===== src/rtl/imem_loader_pkg.sv =====
// Shared types and constants for the instruction-memory boot loader.
// Build option IMEM_LOADER_CSUM_EN enables the trailing XOR checksum byte.
package imem_loader_pkg;

    localparam int BYTES_PER_WORD = 4;
    localparam int LEN_W          = 16;

    typedef enum logic [2:0] {
        IDLE,
        LEN0,
        LEN1,
        DATA,
        CHECK,
        DONE,
        ERR
    } state_t;

    // States in which the loader consumes stream bytes.
    function automatic logic accepts_bytes(input state_t s);
        return (s == LEN0) || (s == LEN1) || (s == DATA) || (s == CHECK);
    endfunction

endpackage


===== src/rtl/imem_loader_word_asm.sv =====
// Little-endian word assembler: four bytes in (b0 first), one 32-bit word out.
// word_valid is high for the single cycle after the fourth byte is accepted.
module imem_loader_word_asm
    import imem_loader_pkg::*;
(
    input  logic        clk,
    input  logic        reset,
    input  logic        clear,
    input  logic        byte_en,
    input  logic [7:0]  byte_in,
    output logic        last_byte,
    output logic [31:0] word,
    output logic        word_valid
);

    logic [1:0]  cnt_reg;
    logic [31:0] shift_reg;
    logic        valid_reg;

    assign last_byte  = (cnt_reg == 2'(BYTES_PER_WORD - 1));
    assign word       = shift_reg;
    assign word_valid = valid_reg;

    // Bytes enter at the top and shift down, so b0 ends up in bits [7:0].
    always_ff @(posedge clk or posedge reset) begin
        if (reset) begin
            cnt_reg   <= '0;
            shift_reg <= '0;
            valid_reg <= 1'b0;
        end else begin
            valid_reg <= byte_en && last_byte && !clear;
            if (clear) begin
                cnt_reg <= '0;
            end else if (byte_en) begin
                shift_reg <= {byte_in, shift_reg[31:8]};
                cnt_reg   <= cnt_reg + 2'd1;
            end
        end
    end

endmodule


===== src/rtl/imem_loader.sv =====
// Boot-time instruction-memory loader: LEN_LO, LEN_HI, LEN words, optional CSUM.
// Define IMEM_LOADER_CSUM_EN to require and verify the trailing XOR checksum byte.
module imem_loader
    import imem_loader_pkg::*;
#(
    parameter int DEPTH_WORDS = 32,
    parameter int ADDR_W      = 5
) (
    input  logic              clk,
    input  logic              reset,
    input  logic              start,
    input  logic              in_valid,
    input  logic [7:0]        in_data,
    output logic              in_ready,
    output logic              imem_we,
    output logic [ADDR_W-1:0] imem_addr,
    output logic [31:0]       imem_wdata,
    output logic              cpu_hold,
    output logic              busy,
    output logic              done,
    output logic              error,
    output logic [15:0]       words_loaded
);

    state_t             state_reg, state_next;
    logic [7:0]         len_lo_reg;
    logic [LEN_W-1:0]   len_reg;
    logic [LEN_W-1:0]   len_in;
    logic [15:0]        words_reg;
    logic [ADDR_W-1:0]  addr_reg;
    logic               done_reg;
    logic               xfer;
    logic               start_ok;
    logic               word_done;
    logic               last_byte;
    logic               asm_valid;
    logic [31:0]        asm_word;
`ifdef IMEM_LOADER_CSUM_EN
    logic [7:0]         xor_reg;
`endif

    assign in_ready  = accepts_bytes(state_reg);
    assign xfer      = in_valid && in_ready;
    assign start_ok  = start && (state_reg == IDLE || state_reg == DONE || state_reg == ERR);
    assign len_in    = {in_data, len_lo_reg};
    assign word_done = (state_reg == DATA) && xfer && last_byte;

    imem_loader_word_asm u_word_asm (
        .clk        (clk),
        .reset      (reset),
        .clear      (start_ok),
        .byte_en    ((state_reg == DATA) && xfer),
        .byte_in    (in_data),
        .last_byte  (last_byte),
        .word       (asm_word),
        .word_valid (asm_valid)
    );

    always_comb begin
        state_next = state_reg;
        case (state_reg)
            IDLE, DONE, ERR: begin
                if (start) state_next = LEN0;
            end
            LEN0: begin
                if (xfer) state_next = LEN1;
            end
            LEN1: begin
                if (xfer) begin
                    if (len_in > LEN_W'(DEPTH_WORDS)) begin
                        state_next = ERR;
                    end else if (len_in == '0) begin
`ifdef IMEM_LOADER_CSUM_EN
                        state_next = CHECK;
`else
                        state_next = DONE;
`endif
                    end else begin
                        state_next = DATA;
                    end
                end
            end
            DATA: begin
                if (word_done && (words_reg + 16'd1 == len_reg)) begin
`ifdef IMEM_LOADER_CSUM_EN
                    state_next = CHECK;
`else
                    state_next = DONE;
`endif
                end
            end
`ifdef IMEM_LOADER_CSUM_EN
            CHECK: begin
                if (xfer) state_next = (in_data == xor_reg) ? DONE : ERR;
            end
`endif
            default: state_next = IDLE;
        endcase
    end

    always_ff @(posedge clk or posedge reset) begin
        if (reset) begin
            state_reg  <= IDLE;
            len_lo_reg <= '0;
            len_reg    <= '0;
            words_reg  <= '0;
            addr_reg   <= '0;
            done_reg   <= 1'b0;
        end else begin
            state_reg <= state_next;
            done_reg  <= (state_next == DONE) && (state_reg != DONE);
            if (start_ok) words_reg <= '0;
            if (xfer && state_reg == LEN0) len_lo_reg <= in_data;
            if (xfer && state_reg == LEN1) len_reg <= len_in;
            // Address and count update together so the write cycle presents both.
            if (word_done) begin
                addr_reg  <= words_reg[ADDR_W-1:0];
                words_reg <= words_reg + 16'd1;
            end
        end
    end

`ifdef IMEM_LOADER_CSUM_EN
    // Running XOR covers the length bytes and every data byte.
    always_ff @(posedge clk or posedge reset) begin
        if (reset) begin
            xor_reg <= '0;
        end else if (start_ok) begin
            xor_reg <= '0;
        end else if (xfer && (state_reg == LEN0 || state_reg == LEN1 || state_reg == DATA)) begin
            xor_reg <= xor_reg ^ in_data;
        end
    end
`endif

    assign imem_we      = asm_valid;
    assign imem_addr    = addr_reg;
    assign imem_wdata   = asm_word;
    assign cpu_hold     = (state_reg != DONE);
    assign busy         = accepts_bytes(state_reg);
    assign done         = done_reg;
    assign error        = (state_reg == ERR);
    assign words_loaded = words_reg;

endmodule


===== config.mk =====
export PLATFORM = sky130hd
export DESIGN_NAME = imem_loader
export DESIGN_NICKNAME = d
export VERILOG_FILES = /design/src/rtl/imem_loader_pkg.sv /design/src/rtl/imem_loader_word_asm.sv /design/src/rtl/imem_loader.sv
export SDC_FILE = /design/constraint.sdc
export NUM_CORES = 1
export LEC_CHECK = 0
export ABC_AREA = 1
export BUFFER_PORTS_ARGS = -buffer_cell sky130_fd_sc_hd__buf_4
export CORE_ASPECT_RATIO = 0.5
export CORE_MARGIN = 2
export CORE_UTILIZATION = 35
export CTS_CLUSTER_SIZE = 8
export DETAILED_ROUTE_END_ITERATION = 12
export GPL_TIMING_DRIVEN = 0
export PLACE_DENSITY = 0.6
export REMOVE_ABC_BUFFERS = 1
export SETUP_SLACK_MARGIN = 0.15
export SLEW_MARGIN = 0
export SYNTH_ARGS = -nofsm -noshare
export SYNTH_HDL_FRONTEND = slang
export SYNTH_SLANG_ARGS = --single-unit

===== constraint.sdc =====
create_clock -name clk -period 2.9 [get_ports clk]
set_input_delay 0.58 -clock clk [delete_from_list [all_inputs] [get_ports clk]]
set_output_delay 0.58 -clock clk [all_outputs]
set_load 0.1 [all_outputs]

==> results of run 1 <==
logic make-up (layout without fill, tap and decap cells):
group | Yosys count | after routing | share of synthesized area [%]
AND/OR/NAND/NOR | 263 | 263 | 28.22
flip-flops | 84 | 84 | 52.45
buffers and inverters | 78 | 155 | 7.805
XOR/XNOR | 3 | 3 | 0.6558
AO/OA/AOI/OAI | 78 | 78 | 10.24
adder cells (fa/ha/maj) | 2 | 2 | 0.6243
routing by layer:
| layer | wire length, microns | global-route usage [%] | part of all wire, % |
|---|---|---|---|
| met3 | 515 | 4.017 | 5.2 |
| met2 | 4353 | 24.96 | 44 |
| met1 | 4893 | 23.59 | 50 |
| met5 | 0 | 0 | 0 |
| met4 | 89 | 3.853 | 0.90 |
repair_timing:
item	CTS	global route
endpoints found under the setup margin	16	16
gates resized for setup	2	0
pin swaps	0	1
buffers inserted	0	3
where the power goes:
group          switching, W  internal [W]
combinational       0.00248      0.000648
sequential         0.000276       0.00157
clock              0.000474      0.000870
metrics by stage:
stage | hold WS (ns) | total power [W] | instance area (sq um) | cells | TNS (ns)
final | 0.2582 | 0.006325 | 5075 | 730 | 0
after global routing | 0.2921 | 0.006671 | 5075 | 730 | 0
after CTS | 0.2756 | 0.006373 | 5040 | 727 | 0
after detailed placement | 0.4662 | 0.005013 | 4686 | 711 | -3.611
after global placement | 0.4627 | 0.004971 | 4642 | 709 | -88.12
after floorplan | 0.4530 | 0.004310 | 3935 | 494 | 0
synth_stat cells:
library cell	number	share of area (%)
nor3_1	2	0.25
nand3_2	1	0.25
dfrtp_1	84	52
clkbuf_1	9	0.84
a21oi_1	3	0.37
buf_6	1	0.28
xor2_1	2	0.44
buf_2	1	0.12
o22ai_1	8	1.2
o21ai_0	63	7.9
o21ai_2	1	0.22
clkinv_1	1	0.094
nor2_1	22	2.1
nand2_2	1	0.16
a21oi_2	1	0.22
ha_1	2	0.62
o21bai_1	1	0.19
inv_1	62	5.8
o21ai_1	1	0.12
nand3_4	1	0.44
or2_2	1	0.16
nand2_1	171	16
nor2_4	2	0.56
inv_2	1	0.094
nand3_1	43	5.4
nor4_1	1	0.16
buf_4	3	0.56
nand4_1	13	2.0
xnor2_1	1	0.22
nor2_2	5	0.78
how the worst max path moves through the flow:
stage / from / cells past startpoint / end / slack [ns]
after floorplan: state_reg[2] / 8 / done / 0.02
after global placement: reset / 2 / done / -1.01
after detailed placement: in_valid / 6 / words_loaded[8] / -0.27
after CTS: state_reg[0] / 7 / words_loaded[7] / 0.27
after global routing: state_reg[0] / 8 / words_loaded[8] / 0.32
final: state_reg[0] / 13 / state_reg[1] / 0.53
area by class of cell:
class                   count  area (sq um)  area share, %
flip-flops and latches     84          2102          41.42
multi-input cells         346          1598          31.48
repair buffers             75         599.3          11.81
inverters                  64         244.0          4.808
clock buffers              11         242.7          4.783
well taps                 145         181.4          3.575
clock inverters             5         107.6          2.120
critical path, delay by kind of cell, from the launching register on:
kind,cells,cell delay [ns]
flip-flops,1,0.44
buffers and inverters,3,0.37
AND/OR/NAND/NOR,10,1.44
==> impl_metrics.py, run 1 <==
metrics = {
    "logic_synthesis": {
        "avgSynthCellArea_sq_um": 7.889,
        "syn_inst": 508,
        "yosys_register_bits": 84,
        "synth_cell_types": 30,
        "synth_warnings": 0,
        "yosysSeqAreaShare_pct": 52.45,
        "synth_area_sq_mm": 0.004008,
    },
    "timing": {
        "slew_violations": 0,
        "period_needed_ns": 2.369,
        "hold_violations": 0,
        "slew_headroom_pct": 52.46,
        "rsz0062_at_grt": "false",
        "finalCritPeriodShare_pct": 81.68,
        "fmax_mhz": 422.2,
        "finClkSkew_ns": 0.004775,
        "timing.final.ws_setup_ns": 0.5314,
        "setup_viol": 0,
        "tightestPinTransition_ns": 0.7124,
    },
    "cts": {
        "htreeDepth": 3,
        "cts.reportedPaths.clkPinSlew_ns": 0.06,
        "ctsHoldBuffers": 0,
        "clockBufferDepth": 2,
        "worst_skew_pair.late_latency_ns": 0.33,
        "clock_sinks": 84,
        "cts_made_buffers": 9,
        "cts_root_buf": "clkbuf_16",
        "cts_tree": "done",
    },
    "detailed_routing": {
        "via_count": 3557,
        "drt_iter0_drc": 281,
        "detail-route-antenna-nets": 0,
        "dr.pass1.iters": 5,
        "routed_via_density": 4.873,
        "wl_per_cell_microns": 13.50,
        "drt-total-wl_microns": 9852,
        "drc": 0,
    },
    "worst_setup_path": {
        "r2r_start": "state_reg[0]",
        "cp.required_ns": 3.12,
        "crit-reg2reg-capture": "state_reg[1]",
        "cp.arrival_ns": 2.59,
        "setup.worst_path.end_class": "flip-flop",
        "cp_max_fo": 45,
        "reg2reg_depth": 13,
        "crit_type": "flip-flop to flip-flop",
        "max_stage_delay_ns": 0.44,
        "worstPathCellList": "inv_2 -> nor2_4 -> nand3_4 -> nor2_4 -> buf_12 -> buf_4 -> nand2_2 -> nor2_2 -> nand4_1 -> nor2_1 -> nand3_2 -> nand2_1 -> nand2_1",
        "cpMaxStageDelayCell": "dfrtp_1",
        "crit_path_start_kind": "flip-flop",
        "rrSetupSlack_ns": 0.53,
    },
    "finish": {
        "final_nets": 594,
        "area_growth_pct": 26.63,
        "final_common_cell": "nand2_1",
        "diodes": 0,
        "final_layout_size_suffix_gt1_share_pct": 18.46,
        "nFillCells": 1085,
        "final_cell_mix": "nand2_1, dfrtp_1, buf_4",
        "fin_util_pct": 45.80,
        "largest_reg_flops": 32,
    },
    "floorplan": {
        "pin_count": 71,
        "row_count": 27,
        "core_sq_mm": 0.01108,
        "die-area_sq_mm": 0.01237,
        "die_width_microns": 155.3,
        "start_util_pct": 36.17,
        "die_h_microns": 79.67,
    },
    "placement": {
        "place_hpwl_microns": 7007,
        "gp_congestion": 0.8373,
        "dp_slack_ns": -0.2695,
        "io_buffers": 70,
    },
    "flow_run": {
        "cap_violations": 0,
    },
    "global_routing": {
        "grt_use_total_pct": 16.40,
        "grt.overflow.total": 0,
        "antenna_found_initial": 0,
        "grt_start_max_net_pins": 54,
        "first_global_vias": 3193,
        "grt_pass1_wl_microns": 15810,
    },
    "power_and_ir_drop": {
        "peakVddDrop_uv": 587.0,
        "pwr_density_cell_mw_per_mm2": 1246,
        "power.leakage_nw": 2.494,
    },
    "outcome": {
        "status": "finished clean",
    },
    "worst_hold_path": {
        "hold_class": "primary input to asynchronous set/reset pin",
    },
}
Power figures use the tool's default switching activity.
==> run 2, diff against run 1 <==
==> constraint.sdc (replaced) <==
create_clock -name clk -period 2.1 [get_ports clk]
set_input_delay 0.42 -clock clk [delete_from_list [all_inputs] [get_ports clk]]
set_output_delay 0.42 -clock clk [all_outputs]
set_load 0.1 [all_outputs]
==> run 2 against run 1 <==
  * Register-to-register slack got worse by 0.33 ns
  * Sequential power rose by 38%
  * Clock power rose by 38%
  * Largest power group unchanged
  * First-iteration DRC count rose by 6.0%
  * Total power rose by 42%
  * Critical path depth fell by 1
  * Via count rose by 3.2%
  * Largest cell class unchanged
  * Combinational power rose by 46%
  * Critical endpoint unchanged
  * Highest routed layer unchanged
==> impl_metrics.py, run 2 (synthesis results as in run 1) <==
metrics = {
    "worst_setup_path": {
        "cp.required_ns": 2.32,
        "cp.arrival_ns": 2.12,
        "crit-reg2reg-capture": "state_reg[1]",
        "rrSetupSlack_ns": 0.20,
        "crit_type": "flip-flop to flip-flop",
        "cp_max_fo": 5,
        "crit_path_start_kind": "flip-flop",
        "reg2reg_depth": 12,
        "r2r_start": "words_loaded[0]",
        "setup.worst_path.end_class": "flip-flop",
    },
    "placement": {
        "gp_congestion": 0.8373,
        "dp_slack_ns": -1.010,
        "io_buffers": 70,
        "place_hpwl_microns": 7007,
    },
    "finish": {
        "final_layout_size_suffix_gt1_share_pct": 23.08,
        "largest_reg_flops": 32,
        "nFillCells": 1063,
        "area_growth_pct": 32.06,
        "diodes": 0,
        "final_cell_mix": "nand2_1, dfrtp_1, buf_4",
        "final_nets": 607,
        "final_common_cell": "nand2_1",
    },
    "power_and_ir_drop": {
        "peakVddDrop_uv": 826.9,
        "switchingPower_w": 0.004578,
        "comb_power_share_pct": 50.9,
        "power.leakage_nw": 2.540,
        "p_int_w": 0.004389,
        "pwr_density_cell_mw_per_mm2": 1694,
        "power_frac_seq_pct": 28.4,
        "p_sw_share_pct": 51.06,
        "clkPwrFrac_pct": 20.7,
    },
    "cts": {
        "cts_tree": "done",
        "cts_made_buffers": 9,
        "cts.reportedPaths.clkPinSlew_ns": 0.06,
        "clockBufferDepth": 2,
        "cts_root_buf": "clkbuf_16",
        "htreeDepth": 3,
        "clock_sinks": 84,
        "ctsHoldBuffers": 0,
        "worst_skew_pair.late_latency_ns": 0.33,
    },
    "timing": {
        "setup_viol": 0,
        "hold_violations": 0,
        "finClkSkew_ns": 0.005503,
        "timing.hold.ws_ns": 0.09995,
        "slew_violations": 0,
        "rsz0062_at_grt": "true",
        "period_needed_ns": 1.899,
        "timing.final.ws_setup_ns": 0.2015,
        "fmax_mhz": 526.7,
        "slew_headroom_pct": 63.77,
        "tightestPinTransition_ns": 0.5419,
        "finalCritPeriodShare_pct": 90.41,
    },
    "floorplan": {
        "core_sq_mm": 0.01108,
        "row_count": 27,
        "die_h_microns": 79.67,
        "die_width_microns": 155.3,
        "start_util_pct": 36.17,
        "pin_count": 71,
        "die-area_sq_mm": 0.01237,
    },
    "global_routing": {
        "grt_pass1_wl_microns": 16880,
        "antenna_found_initial": 0,
        "grt.overflow.total": 0,
        "first_global_vias": 3295,
        "grt_start_max_net_pins": 54,
        "grt_use_total_pct": 17.70,
    },
    "worst_hold_path": {
        "hold_class": "primary input to asynchronous set/reset pin",
    },
    "detailed_routing": {
        "drc": 0,
        "drt_iter0_drc": 298,
        "detail-route-antenna-nets": 0,
        "wl_per_cell_microns": 14.44,
        "drt-total-wl_microns": 10730,
        "via_count": 3670,
        "routed_via_density": 4.939,
        "dr.pass1.iters": 4,
    },
    "outcome": {
        "status": "finished clean",
    },
    "flow_run": {
        "cap_violations": 0,
    },
}
[run 2: area by class of cell]
cell class | count | area [sq um] | share of cell area, %
Clock buffer | 11 | 242.7 | 4.586
Timing Repair Buffer | 85 | 689.4 | 13.03
Clock inverter | 5 | 107.6 | 2.033
Inverter | 64 | 247.7 | 4.681
Multi-Input combinational cell | 349 | 1717 | 32.44
Tap cell | 145 | 181.4 | 3.428
Sequential cell | 84 | 2107 | 39.81
[run 2: worst max path at each step]
stage	cells after the start	slack (ns)	endpoint	startpoint
floorplan	8	-0.78	done	state_reg[2]
global placement	2	-1.65	done	reset
detailed placement	7	-1.01	words_loaded[8]	state_reg[0]
CTS	5	0.15	error	state_reg[1]
global route	12	0.1	state_reg[1]	words_loaded[1]
finish	12	0.20	state_reg[1]	words_loaded[0]
[run 2: metrics by stage]
step	util [%]	cell area, sq um	TNS [ns]	std cells	power (W)
3_3_place_gp	41.89	4642	-167.31	709	0.006865
4_1_cts	46.48	5150	0	738	0.008924
3_5_place_dp	42.29	4686	-18.19	711	0.006923
5_1_grt	47.76	5293	0	743	0.009438
6_report	47.76	5293	0	743	0.008968
2_1_floorplan	-	3935	-46.51	494	0.005936
[run 2: critical path, stage by stage (launching register included)]
cell     delay, ns
dfrtp_2       0.43
ha_4          0.17
nand2_2       0.11
nor2_4        0.19
nand3_1       0.12
nand2_1       0.10
nand3_1       0.06
nand2_1       0.07
nand2_1       0.07
nor2_2        0.17
nand3_2       0.14
nand2_1       0.09
nand2_1       0.05
[run 2: repair_timing]
item	in CTS	in global routing
setup endpoints to repair	52	39
resized for setup	10	23
pin swaps	4	10
buffers inserted	8	5
cloned	3	0
[run 2: power groups by stage]
stage	Sequential (W)	Combinational, W	Clock [W]
after floorplan	0.00459	0.00135	0
after global placement	0.00258	0.00429	0
after detailed placement	0.00258	0.00435	0
after CTS	0.00257	0.00447	0.00189
after global routing	0.00262	0.00486	0.00196
final	0.00255	0.00456	0.00185
[run 2: per-layer routing]
| layer | vias up | share of wire [%] | track usage, % |
|---|---|---|---|
| met1 | 1770 | 51 | 26.13 |
| met5 | - | 0 | 0 |
| met4 | 0 | 0.58 | 3.670 |
| li1 | 1806 | - | - |
| met2 | 89 | 43 | 26.64 |
| met3 | 5 | 4.8 | 3.963 |
